==> config.mk <==
export PLATFORM = sky130hd
export DESIGN_NAME = de_ex_pipe_reg
export DESIGN_NICKNAME = d
export VERILOG_FILES = /design/src/rtl/pipe_pkg.sv /design/src/rtl/de_ex_pipe_reg_flopenrc_n.sv /design/src/rtl/de_ex_pipe_reg.sv
export SDC_FILE = /design/constraint.sdc
export NUM_CORES = 1
export LEC_CHECK = 0
export ABC_AREA = 1
export CORE_MARGIN = 2
export CORE_UTILIZATION = 45
export CTS_CLUSTER_DIAMETER = 60
export CTS_CLUSTER_SIZE = 10
export DETAILED_ROUTE_END_ITERATION = 7
export PLACE_DENSITY = 0.9
export SLEW_MARGIN = 0
export SYNTH_ARGS = -nofsm -noshare
export SYNTH_HDL_FRONTEND = slang
export SYNTH_HIERARCHICAL = 1
export SYNTH_SLANG_ARGS = --single-unit
==> constraint.sdc <==
create_clock -name clk -period 3.5 [get_ports clk]
set_input_delay 0.35 -clock clk [delete_from_list [all_inputs] [get_ports clk]]
set_output_delay 0.35 -clock clk [all_outputs]
set_load 0.01 [all_outputs]
==> src/rtl/pipe_pkg.sv <==
// Shared types and constants for the Decode-to-Execute pipeline register.
//   COND_AL     : "always" condition code, the neutral value for an empty slot
//   ctrl_e_t    : control bundle carried from Decode into Execute
//   CTRL_BUBBLE : control bundle of an empty (bubble) slot
package pipe_pkg;

  localparam logic [3:0] COND_AL = 4'hE;

  typedef struct packed {
    logic       pcs;
    logic       regw;
    logic       memw;
    logic       branch;
    logic       memtoreg;
    logic       alusrc;
    logic [1:0] alu_control;
    logic [1:0] flag_w;
    logic [3:0] cond;
    logic       valid;
  } ctrl_e_t;

  localparam int unsigned CTRL_W = $bits(ctrl_e_t);

  // Everything disabled, condition AL: the slot has no architectural effect.
  localparam ctrl_e_t CTRL_BUBBLE = '{
    pcs:         1'b0,
    regw:        1'b0,
    memw:        1'b0,
    branch:      1'b0,
    memtoreg:    1'b0,
    alusrc:      1'b0,
    alu_control: 2'b00,
    flag_w:      2'b00,
    cond:        COND_AL,
    valid:       1'b0
  };

endpackage

==> src/rtl/de_ex_pipe_reg_flopenrc_n.sv <==
// Parameterised register with enable and synchronous clear.
//   clk, reset : clock, asynchronous active-low reset (loads INIT)
//   en         : load d on the rising edge
//   clr        : load INIT on the rising edge; takes priority over en
//   d, q       : data in / registered data out
module flopenrc_n #(
  parameter int unsigned  W    = 8,
  parameter logic [W-1:0] INIT = '0
) (
  input  logic         clk,
  input  logic         reset,
  input  logic         en,
  input  logic         clr,
  input  logic [W-1:0] d,
  output logic [W-1:0] q
);

  always_ff @(posedge clk or negedge reset) begin
    if (!reset) begin
      q <= INIT;
    end else if (clr) begin
      q <= INIT;
    end else if (en) begin
      q <= d;
    end
  end

endmodule

==> src/rtl/de_ex_pipe_reg.sv <==
// Decode-to-Execute pipeline register with stall, flush, valid tracking and a
// saturating count of inserted bubbles.
//   clk, reset          : clock, asynchronous active-low reset
//   StallE, FlushE      : hazard-unit hold / bubble-insert requests
//   ValidD              : decode slot holds a real instruction
//   *D control/addr/data: decoded fields entering Execute
//   *E outputs          : registered copies presented to Execute
//   ValidE              : Execute slot holds a real instruction
//   BubbleCnt           : bubbles inserted by FlushE since reset (saturating)
module de_ex_pipe_reg
  import pipe_pkg::*;
#(
  parameter int unsigned WIDTH = 32,
  parameter int unsigned RAW   = 4,
  parameter int unsigned CNTW  = 16
) (
  input  logic             clk,
  input  logic             reset,
  input  logic             StallE,
  input  logic             FlushE,
  input  logic             ValidD,
  input  logic             PCSD,
  input  logic             RegWD,
  input  logic             MemWD,
  input  logic             BranchD,
  input  logic             MemtoRegD,
  input  logic             ALUSrcD,
  input  logic [1:0]       ALUControlD,
  input  logic [1:0]       FlagWD,
  input  logic [3:0]       CondD,
  input  logic [RAW-1:0]   RA1D,
  input  logic [RAW-1:0]   RA2D,
  input  logic [RAW-1:0]   WA3D,
  input  logic [WIDTH-1:0] RD1D,
  input  logic [WIDTH-1:0] RD2D,
  input  logic [WIDTH-1:0] ExtImmD,
  output logic             PCSE,
  output logic             RegWE,
  output logic             MemWE,
  output logic             BranchE,
  output logic             MemtoRegE,
  output logic             ALUSrcE,
  output logic [1:0]       ALUControlE,
  output logic [1:0]       FlagWE,
  output logic [3:0]       CondE,
  output logic [RAW-1:0]   RA1E,
  output logic [RAW-1:0]   RA2E,
  output logic [RAW-1:0]   WA3E,
  output logic [WIDTH-1:0] RD1E,
  output logic [WIDTH-1:0] RD2E,
  output logic [WIDTH-1:0] ExtImmE,
  output logic             ValidE,
  output logic [CNTW-1:0]  BubbleCnt
);

  localparam int unsigned   ADDR_W  = 3 * RAW;
  localparam int unsigned   DATA_W  = 3 * WIDTH;
  localparam logic [CNTW-1:0] CNT_MAX = '1;

  ctrl_e_t           ctrl_d;
  ctrl_e_t           ctrl_e;
  logic [ADDR_W-1:0] addr_d;
  logic [ADDR_W-1:0] addr_e;
  logic [DATA_W-1:0] data_d;
  logic [DATA_W-1:0] data_e;
  logic              load_en;
  logic              load_clr;

  // Flush beats stall; an invalid decode slot also loads bubble contents.
  assign load_en  = !StallE;
  assign load_clr = FlushE || (!StallE && !ValidD);

  // Decode-side bundle assembly.
  always_comb begin
    ctrl_d             = CTRL_BUBBLE;
    ctrl_d.pcs         = PCSD;
    ctrl_d.regw        = RegWD;
    ctrl_d.memw        = MemWD;
    ctrl_d.branch      = BranchD;
    ctrl_d.memtoreg    = MemtoRegD;
    ctrl_d.alusrc      = ALUSrcD;
    ctrl_d.alu_control = ALUControlD;
    ctrl_d.flag_w      = FlagWD;
    ctrl_d.cond        = CondD;
    ctrl_d.valid       = ValidD;
  end

  assign addr_d = {RA1D, RA2D, WA3D};
  assign data_d = {RD1D, RD2D, ExtImmD};

  flopenrc_n #(
    .W    (CTRL_W),
    .INIT (CTRL_BUBBLE)
  ) u_ctrl (
    .clk   (clk),
    .reset (reset),
    .en    (load_en),
    .clr   (load_clr),
    .d     (ctrl_d),
    .q     (ctrl_e)
  );

  flopenrc_n #(
    .W    (ADDR_W),
    .INIT ('0)
  ) u_addr (
    .clk   (clk),
    .reset (reset),
    .en    (load_en),
    .clr   (load_clr),
    .d     (addr_d),
    .q     (addr_e)
  );

  flopenrc_n #(
    .W    (DATA_W),
    .INIT ('0)
  ) u_data (
    .clk   (clk),
    .reset (reset),
    .en    (load_en),
    .clr   (load_clr),
    .d     (data_d),
    .q     (data_e)
  );

  // Bubble counter: counts flush edges only, sticks at all-ones.
  always_ff @(posedge clk or negedge reset) begin
    if (!reset) begin
      BubbleCnt <= '0;
    end else if (FlushE && (BubbleCnt != CNT_MAX)) begin
      BubbleCnt <= BubbleCnt + CNTW'(1);
    end
  end

  assign PCSE        = ctrl_e.pcs;
  assign RegWE       = ctrl_e.regw;
  assign MemWE       = ctrl_e.memw;
  assign BranchE     = ctrl_e.branch;
  assign MemtoRegE   = ctrl_e.memtoreg;
  assign ALUSrcE     = ctrl_e.alusrc;
  assign ALUControlE = ctrl_e.alu_control;
  assign FlagWE      = ctrl_e.flag_w;
  assign CondE       = ctrl_e.cond;
  assign ValidE      = ctrl_e.valid;

  assign RA1E    = addr_e[ADDR_W-1     -: RAW];
  assign RA2E    = addr_e[2*RAW-1      -: RAW];
  assign WA3E    = addr_e[RAW-1        -: RAW];
  assign RD1E    = data_e[DATA_W-1     -: WIDTH];
  assign RD2E    = data_e[2*WIDTH-1    -: WIDTH];
  assign ExtImmE = data_e[WIDTH-1      -: WIDTH];

endmodule

==> results.toml, run 1 <==
[status]
status = "finished with violations"
violations = "hold timing"

[logic_synthesis]
synthesis.nets = 807
yosys_warnings = 6
synth_seq_area_share_pct = 59.12
avgSynthCellArea_sq_um = 8.674
synthAdderAreaFrac_pct = 0.2124
synth_compound_area_share_pct = 0.6798
synth_top_flop_cell = "dfrtp_1"
synthDistinctLibCells = 25
synth_top_family_by_area = "simple AND/OR/NAND/NOR gates"
muxShareOfSynthArea_pct = 0
syn_inst = 679
synth_area_sq_mm = 0.005889
synth_top_cell_by_area = "dfrtp_1"
synth-xor-area-share_pct = 0.2974
synth_edf_count = 0
ys_async_sr_fraction_pct = 100.0
synth_top_area_share_pct = 57.79
synthTopCellsByArea = "dfrtp_1 58%, nand2_1 19%, nand3_1 11%"
synthSimpleGateAreaFrac_pct = 34.29
synth_seq_cells = 139

[pwr]
seqPwrFrac_pct = 43.9
pwr_density_cell_mw_per_mm2 = 443.9
p_sw_mw = 1.011
vdd_drop_max_v = 0.0003640
finalPower_mw = 4.056
cellLeakagePower_nw = 4.459
p_int_mw = 3.045
p_clk_share_pct = 39.9
power.share.switching_pct = 24.92
p_comb_share_pct = 16.2

[routing]
drc = 0
viasPerCell = 5.044
routed_wl_microns = 17460
first_pass_iters = 5
drt_iter0_drc = 412
vias = 5624
wire_per_inst_microns = 15.65
ant_nets = 0

[setup_path]
cp-end-kind = "register"
worst-path-buf-inv = 5
path_cells = "clkdlybuf4s50_1 -> inv_2 -> o21ai_0 -> buf_4 -> inv_2 -> buf_4 -> nand3_1 -> nand2_1"
required_ns = 3.84
cp_top_family = "buffers and inverters"
cp.arrival_ns = 2.52
cp-start-kind = "primary input"
slowest_stage = "clkdlybuf4s50_1"
crit_type = "in -> reg"
critical_path.max_fanout = 36
cp_slowest_stage_delay_ns = 0.52

[grt]
grt_max_degree = 97
grt_pass1_vias = 5586
antenna_found_initial = 0
grt_pass1_wl_microns = 28260
track_usage_pct = 25.43
grt_overflow = 0

[final_layout]
layout.nets = 1058
drive_gt1_share_pct = 6.257
num-fill-cells = 924
area_delta_synth_final_pct = 55.13
antennaDiodeCount = 0
multi_input_comb_area_sq_mm = 0.002090
final-seq-area_sq_mm = 0.003482

[job]
drv_cap = 0

[die]
dieArea_sq_mm = 0.01402
die_x_microns = 118.4
die_height_microns = 118.4
core_region_area_sq_mm = 0.01272
start_util_pct = 46.29
ioPinCount = 266
rows = 41

[clock_tree]
root_buffer = "clkbuf_16"
cts_max_path_buffers = 2
tritoncts = "built"
cts_buffers = 17
clock-sinks = 139
cts_setup_buffers = 0
htreeDepth = 4
holdBufCountCts = 0
clkTransAtPathRegs_ns = 0.06
cts_resized = 0
insertion_delay_ns = 0.41

[place]
port_buffers = 265
routabilityCongestion = 0.8261
post-dp-hpwl_microns = 11900

[timing]
hold_violations = 6
rsz0062_at_grt = "false"
final.period_utilization_pct = 62.41
worst_slew_pin_slew_ns = 0.7883
fin_hold_ws_ns = -0.01248
fmax_mhz = 457.8
fin_tns_setup_ns = 0
relSlewSlack_pct = 47.45
report.final.slew_viol_count = 0
setup_viol = 0
period_needed_ns = 2.184
skew_ns = 0.002331

[worst_hold_path]
hp-class = "in -> async"
stage by stage:
stage                     util [%]  setup WS, ns  instance area [sq um]  instances
after global placement       67.64         1.062                   8606       1083
after global routing         71.81         1.201                   9136       1115
final                        71.81         1.316                   9136       1115
after CTS                    71.81         1.330                   9136       1115
after floorplan                  -         1.477                   5889        679
after detailed placement     67.64        0.9809                   8606       1083
layout make-up:
class	instances	share of cell area (%)
Sequential cell	139	38.11
Timing Repair Buffer	271	29.95
Multi-Input combinational cell	480	22.87
Clock buffer	23	5.012
Tap cell	172	2.356
Inverter	21	0.9039
Clock inverter	9	0.7943
power by group through the flow:
stage / clock network [mW] / registers (mW) / logic (mW)
floorplan: 0 / 1.84 / 0.195
global placement: 0 / 1.80 / 0.647
detailed placement: 0 / 1.81 / 0.658
CTS: 1.65 / 1.78 / 0.662
global route: 1.72 / 1.80 / 0.713
finish: 1.62 / 1.78 / 0.656
sequential cells by signal, indices dropped and copies added (netlist names):
signal	count
u_ctrl/q	15
u_addr/q	12
BubbleCnt	16
u_data/q	96
layer usage:
layer,vias to the layer above,global-route usage (%),part of all wire (%)
met5,-,0,0
met4,0,13.76,4.3
met3,56,9.073,9.3
met2,280,42.20,50
met1,2635,28.63,37
li1,2653,-,-
cells by family (layout without fill, tap and decap cells):
group	count (synthesis)	in the layout
buffers and inverters	60	324
DFF	139	139
and+or+nand+nor	469	469
adders and majority gates	1	1
xor gates and xnor gates	2	2
AOI/OAI and AO/OA	8	8
cell usage after synthesis (5+ instances only):
cell      number
buf_2         16
buf_4          9
buf_6          5
clkbuf_1       9
dfrtp_1      136
inv_1         16
nand2_1      299
nand2_2        7
nand3_1      128
nand3b_1       5
nand4_1        5
nor2_1        15
worst register-to-register path: stages, from the launching register on:
cell     delay [ns]
dfrtp_1        0.47
ha_1           0.26
nand2_1        0.07
nor2_1         0.14
nand2_1        0.09
nor2_1         0.26
nand3_1        0.14
nand2_1        0.07
nand2_1        0.04
cells in the final DEF, fill, tap and decap left out, drive strengths merged, types with 7 or more instances in the layout:
master / instances
nand3: 128
clkinv: 8
clkdlybuf4s50: 264
inv: 20
dfrtp: 136
buf: 7
nor2: 23
nand2: 307
clkbuf: 23
final timing paths:
check	slack (ns)	cells after the start	to	from
worst max register to register	1.87	8	BubbleCnt[14]$_DFFE_PN0P_	BubbleCnt[0]$_DFFE_PN0P_
worst min-delay path	-0.01	1	BubbleCnt[11]$_DFFE_PN0P_	reset
min in group clk	0.47	2	u_data/q[41]$_DFFE_PN0P_	u_data/q[41]$_DFFE_PN0P_
worst min register to register	0.47	2	u_data/q[41]$_DFFE_PN0P_	u_data/q[41]$_DFFE_PN0P_
worst max-delay path	1.32	8	u_data/q[0]$_DFFE_PN0P_	FlushE
max in group asynchronous	2.78	2	u_data/q[22]$_DFFE_PN0P_	reset
(Power assumes the default switching activity.)
==> inputs of run 2 (changes only) <==
Settings changed: CORE_UTILIZATION 45 to 42, PLACE_DENSITY 0.9 to 0.85.
Clock period 3.5 ns to 2.16 ns, I/O delays scaled along.
==> results.toml, run 2 (synthesized netlist as in run 1, its figures left out) <==
[final_layout]
finish.utilization_pct = 67.72
instances_no_fill = 1126
layout_commonest_cell = "nand2_1"
area_delta_synth_final_pct = 58.38
top_register = "u_data/q"
antennaDiodeCount = 0
final_cell_area_sq_mm = 0.009328
largest_reg_flops = 96
layout.nets = 1061
final_cell_mix = "299 x nand2_1, 264 x clkdlybuf4s50_1, 136 x dfrtp_1, 128 x nand3_1, 17 x clkbuf_16"
reg_top3 = "u_data/q x96, BubbleCnt x16, u_ctrl/q x15"
drive_gt1_share_pct = 6.871
num-fill-cells = 1055

[routing]
drt_iter0_drc = 327
vias = 5568
wl_met1_microns = 6743
highest_layer = "met4"
wl_met3_microns = 1455
wl_met2_microns = 8198
drc = 0
ant_nets = 0
first_pass_iters = 4
wire_per_inst_microns = 15.00
routed_wl_microns = 16890
viasPerCell = 4.945

[clock_tree]
clkTransAtPathRegs_ns = 0.06
cts_setup_buffers = 0
htreeDepth = 4
insertion_delay_ns = 0.42
root_buffer = "clkbuf_16"
tritoncts = "built"
cts_buffers = 17
cts_max_path_buffers = 2
clock-sinks = 139

[timing]
final.period_utilization_pct = 79.84
fmax_mhz = 579.8
fin_hold_ws_ns = 0.3431
period_needed_ns = 1.725
setup_viol = 0
skew_ns = 0.004485
relSlewSlack_pct = 60.81
setup_ws_ns = 0.4354
rsz0062_at_grt = "false"
fin_tns_setup_ns = 0
report.final.slew_viol_count = 0
worst_slew_pin_slew_ns = 0.5878
hold_violations = 0

[pwr]
vdd_drop_max_v = 0.0006473
seqPwrFrac_pct = 40.8
p_sw_mw = 1.718
p_comb_share_pct = 15.3
pwr_density_cell_mw_per_mm2 = 760.1
finalPower_mw = 7.090
p_int_mw = 5.372
cellLeakagePower_nw = 4.531
p_clk_share_pct = 43.9
power.share.switching_pct = 24.23

[grt]
track_usage_pct = 23.02
antenna_found_initial = 0
grt_pass1_vias = 5377
grt_max_degree = 97
grt_pass1_wl_microns = 26700
grt_overflow = 0

[setup_path]
crit_type = "reg -> out"
ff2ff_path_depth = 8
cp_slowest_stage_delay_ns = 0.56
cp-start-kind = "register"
cp_num_cells = 1
path_cells = "clkdlybuf4s50_1"
worst-path-buf-inv = 1
required_ns = 1.94
critical_path.max_fanout = 2
slowest_stage = "clkdlybuf4s50_1"
cp.arrival_ns = 1.51
cp-end-kind = "output port"
cp_top_family = "buffers and inverters"

[die]
core_region_area_sq_mm = 0.01377
rows = 43
die_height_microns = 122.4
ioPinCount = 266
start_util_pct = 42.76
die_x_microns = 122.4
dieArea_sq_mm = 0.01499

[place]
pre_cts_ws_ns = 0.2458
port_buffers = 265
placedCellCount = 1093
routabilityCongestion = 0.7999
placed_cell_area_sq_mm = 0.008681
post-dp-hpwl_microns = 11460

[job]
drv_cap = 0

[worst_hold_path]
hp-class = "in -> async"

[status]
status = "finished, final reports clean"
-- run 2: layout make-up --
cell class,instances,area [sq um],share of cell area [%]
multi-input combinational,480,2090,22.40
sequential,139,3482,37.33
timing repair buffer,274,2811,30.14
inverter,21,82.58,0.8853
clock inverter,11,166.4,1.784
clock buffer,21,470.5,5.044
tap,180,225.2,2.414
-- run 2: final timing paths --
| check | startpoint | end | slack (ns) |
|---|---|---|---|
| worst max-delay path | u_ctrl/q[2]$_DFFE_PN1P_ | CondE[1] | 0.44 |
| worst min-delay path | reset | u_data/q[80]$_DFFE_PN0P_ | 0.34 |
| worst max register to register | BubbleCnt[0]$_DFFE_PN0P_ | BubbleCnt[7]$_DFFE_PN0P_ | 0.48 |
| worst min register to register | u_ctrl/q[7]$_DFFE_PN0P_ | u_ctrl/q[7]$_DFFE_PN0P_ | 0.47 |
| max in group asynchronous | reset | u_data/q[70]$_DFFE_PN0P_ | 1.16 |
| min in group clk | RA1D[3] | u_addr/q[11]$_DFFE_PN0P_ | 0.35 |
-- run 2: repair_timing --
action / CTS / global route
hold buffers: 1 / 0
hold endpoints to repair: 55 / 0
gates resized for setup: 0 / 0
-- run 2: layer usage --
| metal | up-vias | track usage, % |
|---|---|---|
| li1 | 2670 | - |
| met2 | 237 | 37.78 |
| met4 | 0 | 9.483 |
| met3 | 41 | 8.364 |
| met1 | 2620 | 27.44 |
| met5 | - | 0 |
-- run 2: power by group through the flow --
stage          Sequential (mW)  Clock (mW)  Combinational (mW)
2_1_floorplan             2.99           0               0.316
3_3_place_gp              2.93           0                1.06
3_5_place_dp              2.93           0                1.08
4_1_cts                   2.89        3.16                1.09
5_1_grt                   2.91        3.28                1.17
6_report                  2.89        3.11                1.08
-- run 2: worst reg2reg max path: cells and delay by family (launching register included) --
family,cells,cell delay (ns)
AND/OR/NAND/NOR,6,0.80
flip-flops,1,0.45
adder cells (fa/ha/maj),1,0.26
AO/OA/AOI/OAI,1,0.05
==> inputs of run 3 (changes only) <==
Settings changed: CORE_UTILIZATION 42 to 38, PLACE_DENSITY 0.85 to 0.81.
Clock period 2.16 ns to 1.4 ns, I/O delays scaled along.
==> results.toml, run 3 (synthesized netlist as in run 1, its figures left out) <==
[status]
status = "finished with violations"
violations = "setup timing"

[clock_tree]
clock-sinks = 139
clkTransAtPathRegs_ns = 0.06
root_buffer = "clkbuf_16"
htreeDepth = 4
cts_max_path_buffers = 2
insertion_delay_ns = 0.41
tritoncts = "built"
cts_buffers = 17

[routing]
first_pass_iters = 4
wire_per_inst_microns = 15.16
ant_nets = 0
vias = 5725
drt_iter0_drc = 331
routed_wl_microns = 17900
drc = 0
viasPerCell = 4.848

[setup_path]
critical_path.max_fanout = 5
worst_r2r_startpoint = "BubbleCnt[3]$_DFFE_PN0P_"
cp-start-kind = "register"
cpMostUsedCell = "nand2_1"
path_cells = "buf_4 -> nand2_1 -> nor2_2 -> nand2_1 -> nor2_4 -> nand3_1 -> nand2_1 -> nand2_1"
cp-end-kind = "register"
crit_type = "reg -> reg"
ff2ff_path_depth = 8
r2r-end = "BubbleCnt[15]$_DFFE_PN0P_"
cp_slowest_stage_delay_ns = 0.38
cp.arrival_ns = 1.72
required_ns = 1.69
slowest_stage = "dfrtp_1"
r2r_slack_ns = -0.02

[pwr]
power.share.switching_pct = 25.71
pwr_density_cell_mw_per_mm2 = 1100
p_comb_share_pct = 18.0
vdd_drop_max_v = 0.0007824
finalPower_mw = 10.59
p_int_mw = 7.867
seqPwrFrac_pct = 41.8
cellLeakagePower_nw = 5.291
p_clk_share_pct = 40.2
p_sw_mw = 2.722

[final_layout]
largest_reg_flops = 96
instances_no_fill = 1181
top_register = "u_data/q"
num-fill-cells = 1294
reg_top3 = "u_data/q x96, BubbleCnt x16, u_ctrl/q x15"
antennaDiodeCount = 0
layout.nets = 1111
drive_gt1_share_pct = 13.49
final_cell_mix = "290 x nand2_1, 135 x dfrtp_1, 129 x dlygate4sd2_1, 127 x nand3_1, 125 x clkdlybuf4s50_1"
area_delta_synth_final_pct = 63.50
layout_commonest_cell = "nand2_1"

[timing]
rsz0062_at_grt = "true"
setup_viol = 1
setup_ws_ns = -0.02209
fin_hold_ws_ns = 0.1904
final.period_utilization_pct = 101.6
period_needed_ns = 1.422
report.final.slew_viol_count = 0
hold_violations = 0
skew_ns = 0.005800
worst_slew_pin_slew_ns = 0.3515
relSlewSlack_pct = 76.54
fmax_mhz = 703.2

[die]
die_x_microns = 128.5
die_height_microns = 128.5
core_region_area_sq_mm = 0.01515
dieArea_sq_mm = 0.01651
ioPinCount = 266
rows = 45
start_util_pct = 38.88

[grt]
grt_pass1_vias = 5552
grt_max_degree = 56
grt_overflow = 0
grt_pass1_wl_microns = 27860
antenna_found_initial = 0
track_usage_pct = 21.46

[place]
port_buffers = 265
placedCellCount = 1143
routabilityCongestion = 0.8429
post-dp-hpwl_microns = 12480

[worst_hold_path]
hp-class = "in -> async"

[job]
drv_cap = 0
## run 3: worst max-delay path, delay by kind of cell, from the launching register on
family	cells	cell delay [ns]
buf+inv	1	0.17
flops	1	0.38
simple gates	7	0.75
## run 3: through the flow
stage | setup WS, ns | utilization (%) | cell area (sq um) | TNS [ns]
after floorplan | 0.03095 | - | 5894 | 0
after global placement | -0.1857 | 59.83 | 9061 | -14.00
after detailed placement | -0.2399 | 59.83 | 9061 | -17.96
after CTS | 0.0008512 | 62.61 | 9483 | 0
after global routing | -0.07420 | 63.58 | 9629 | -0.5492
final | -0.02209 | 63.58 | 9629 | -0.02209
## run 3: power groups by stage
stage	clock, mW	sequential, mW	combinational (mW)
2_1_floorplan	0	4.61	0.488
3_3_place_gp	0	4.49	1.84
3_5_place_dp	0	4.50	1.86
4_1_cts	4.34	4.41	1.79
5_1_grt	4.53	4.45	2.08
6_report	4.26	4.42	1.91
## run 3: area by class of cell
class                      instances  area, sq um  area share (%)
inverter                          21        82.58          0.8576
clock inverter                     9        100.1           1.040
multi-input combinational        480         2208           22.93
sequential                       139         3483           36.17
timing repair buffer             324         3073           31.91
clock buffer                      20        446.7           4.639
tap                              188        235.2           2.443
## run 3: what timing repair did
item                       4_1_cts  5_1_grt
hold endpoints to repair       139        0
pin swaps                        2       13
gates resized for setup        143       40
hold buffers                     1        0
setup endpoints to repair      146       25
setup buffers                    4        4
## run 3: worst max-delay path by stage
stage                     slack [ns]                     start  cells past startpoint                        end
after floorplan                 0.03  BubbleCnt[1]$_DFFE_PN0P_                      9   BubbleCnt[4]$_DFFE_PN0P_
after global routing           -0.07  BubbleCnt[3]$_DFFE_PN0P_                      8  BubbleCnt[15]$_DFFE_PN0P_
after detailed placement       -0.24                    StallE                      6    u_addr/q[7]$_DFFE_PN0P_
after global placement         -0.19                    StallE                      6    u_addr/q[9]$_DFFE_PN0P_
after CTS                     0.0009  BubbleCnt[2]$_DFFE_PN0P_                      2               BubbleCnt[2]
final                          -0.02  BubbleCnt[3]$_DFFE_PN0P_                      8  BubbleCnt[15]$_DFFE_PN0P_
## run 3: layer usage
| metal | vias to the layer above | global-route usage, % | share of wire (%) | wire length, microns |
|---|---|---|---|---|
| li1 | 2768 | - | - | - |
| met1 | 2688 | 27.37 | 40 | 7211 |
| met2 | 239 | 34.48 | 49 | 8818 |
| met3 | 30 | 6.736 | 8.4 | 1498 |
| met4 | 0 | 8.184 | 2.1 | 374 |
| met5 | - | 0 | 0 | 0 |
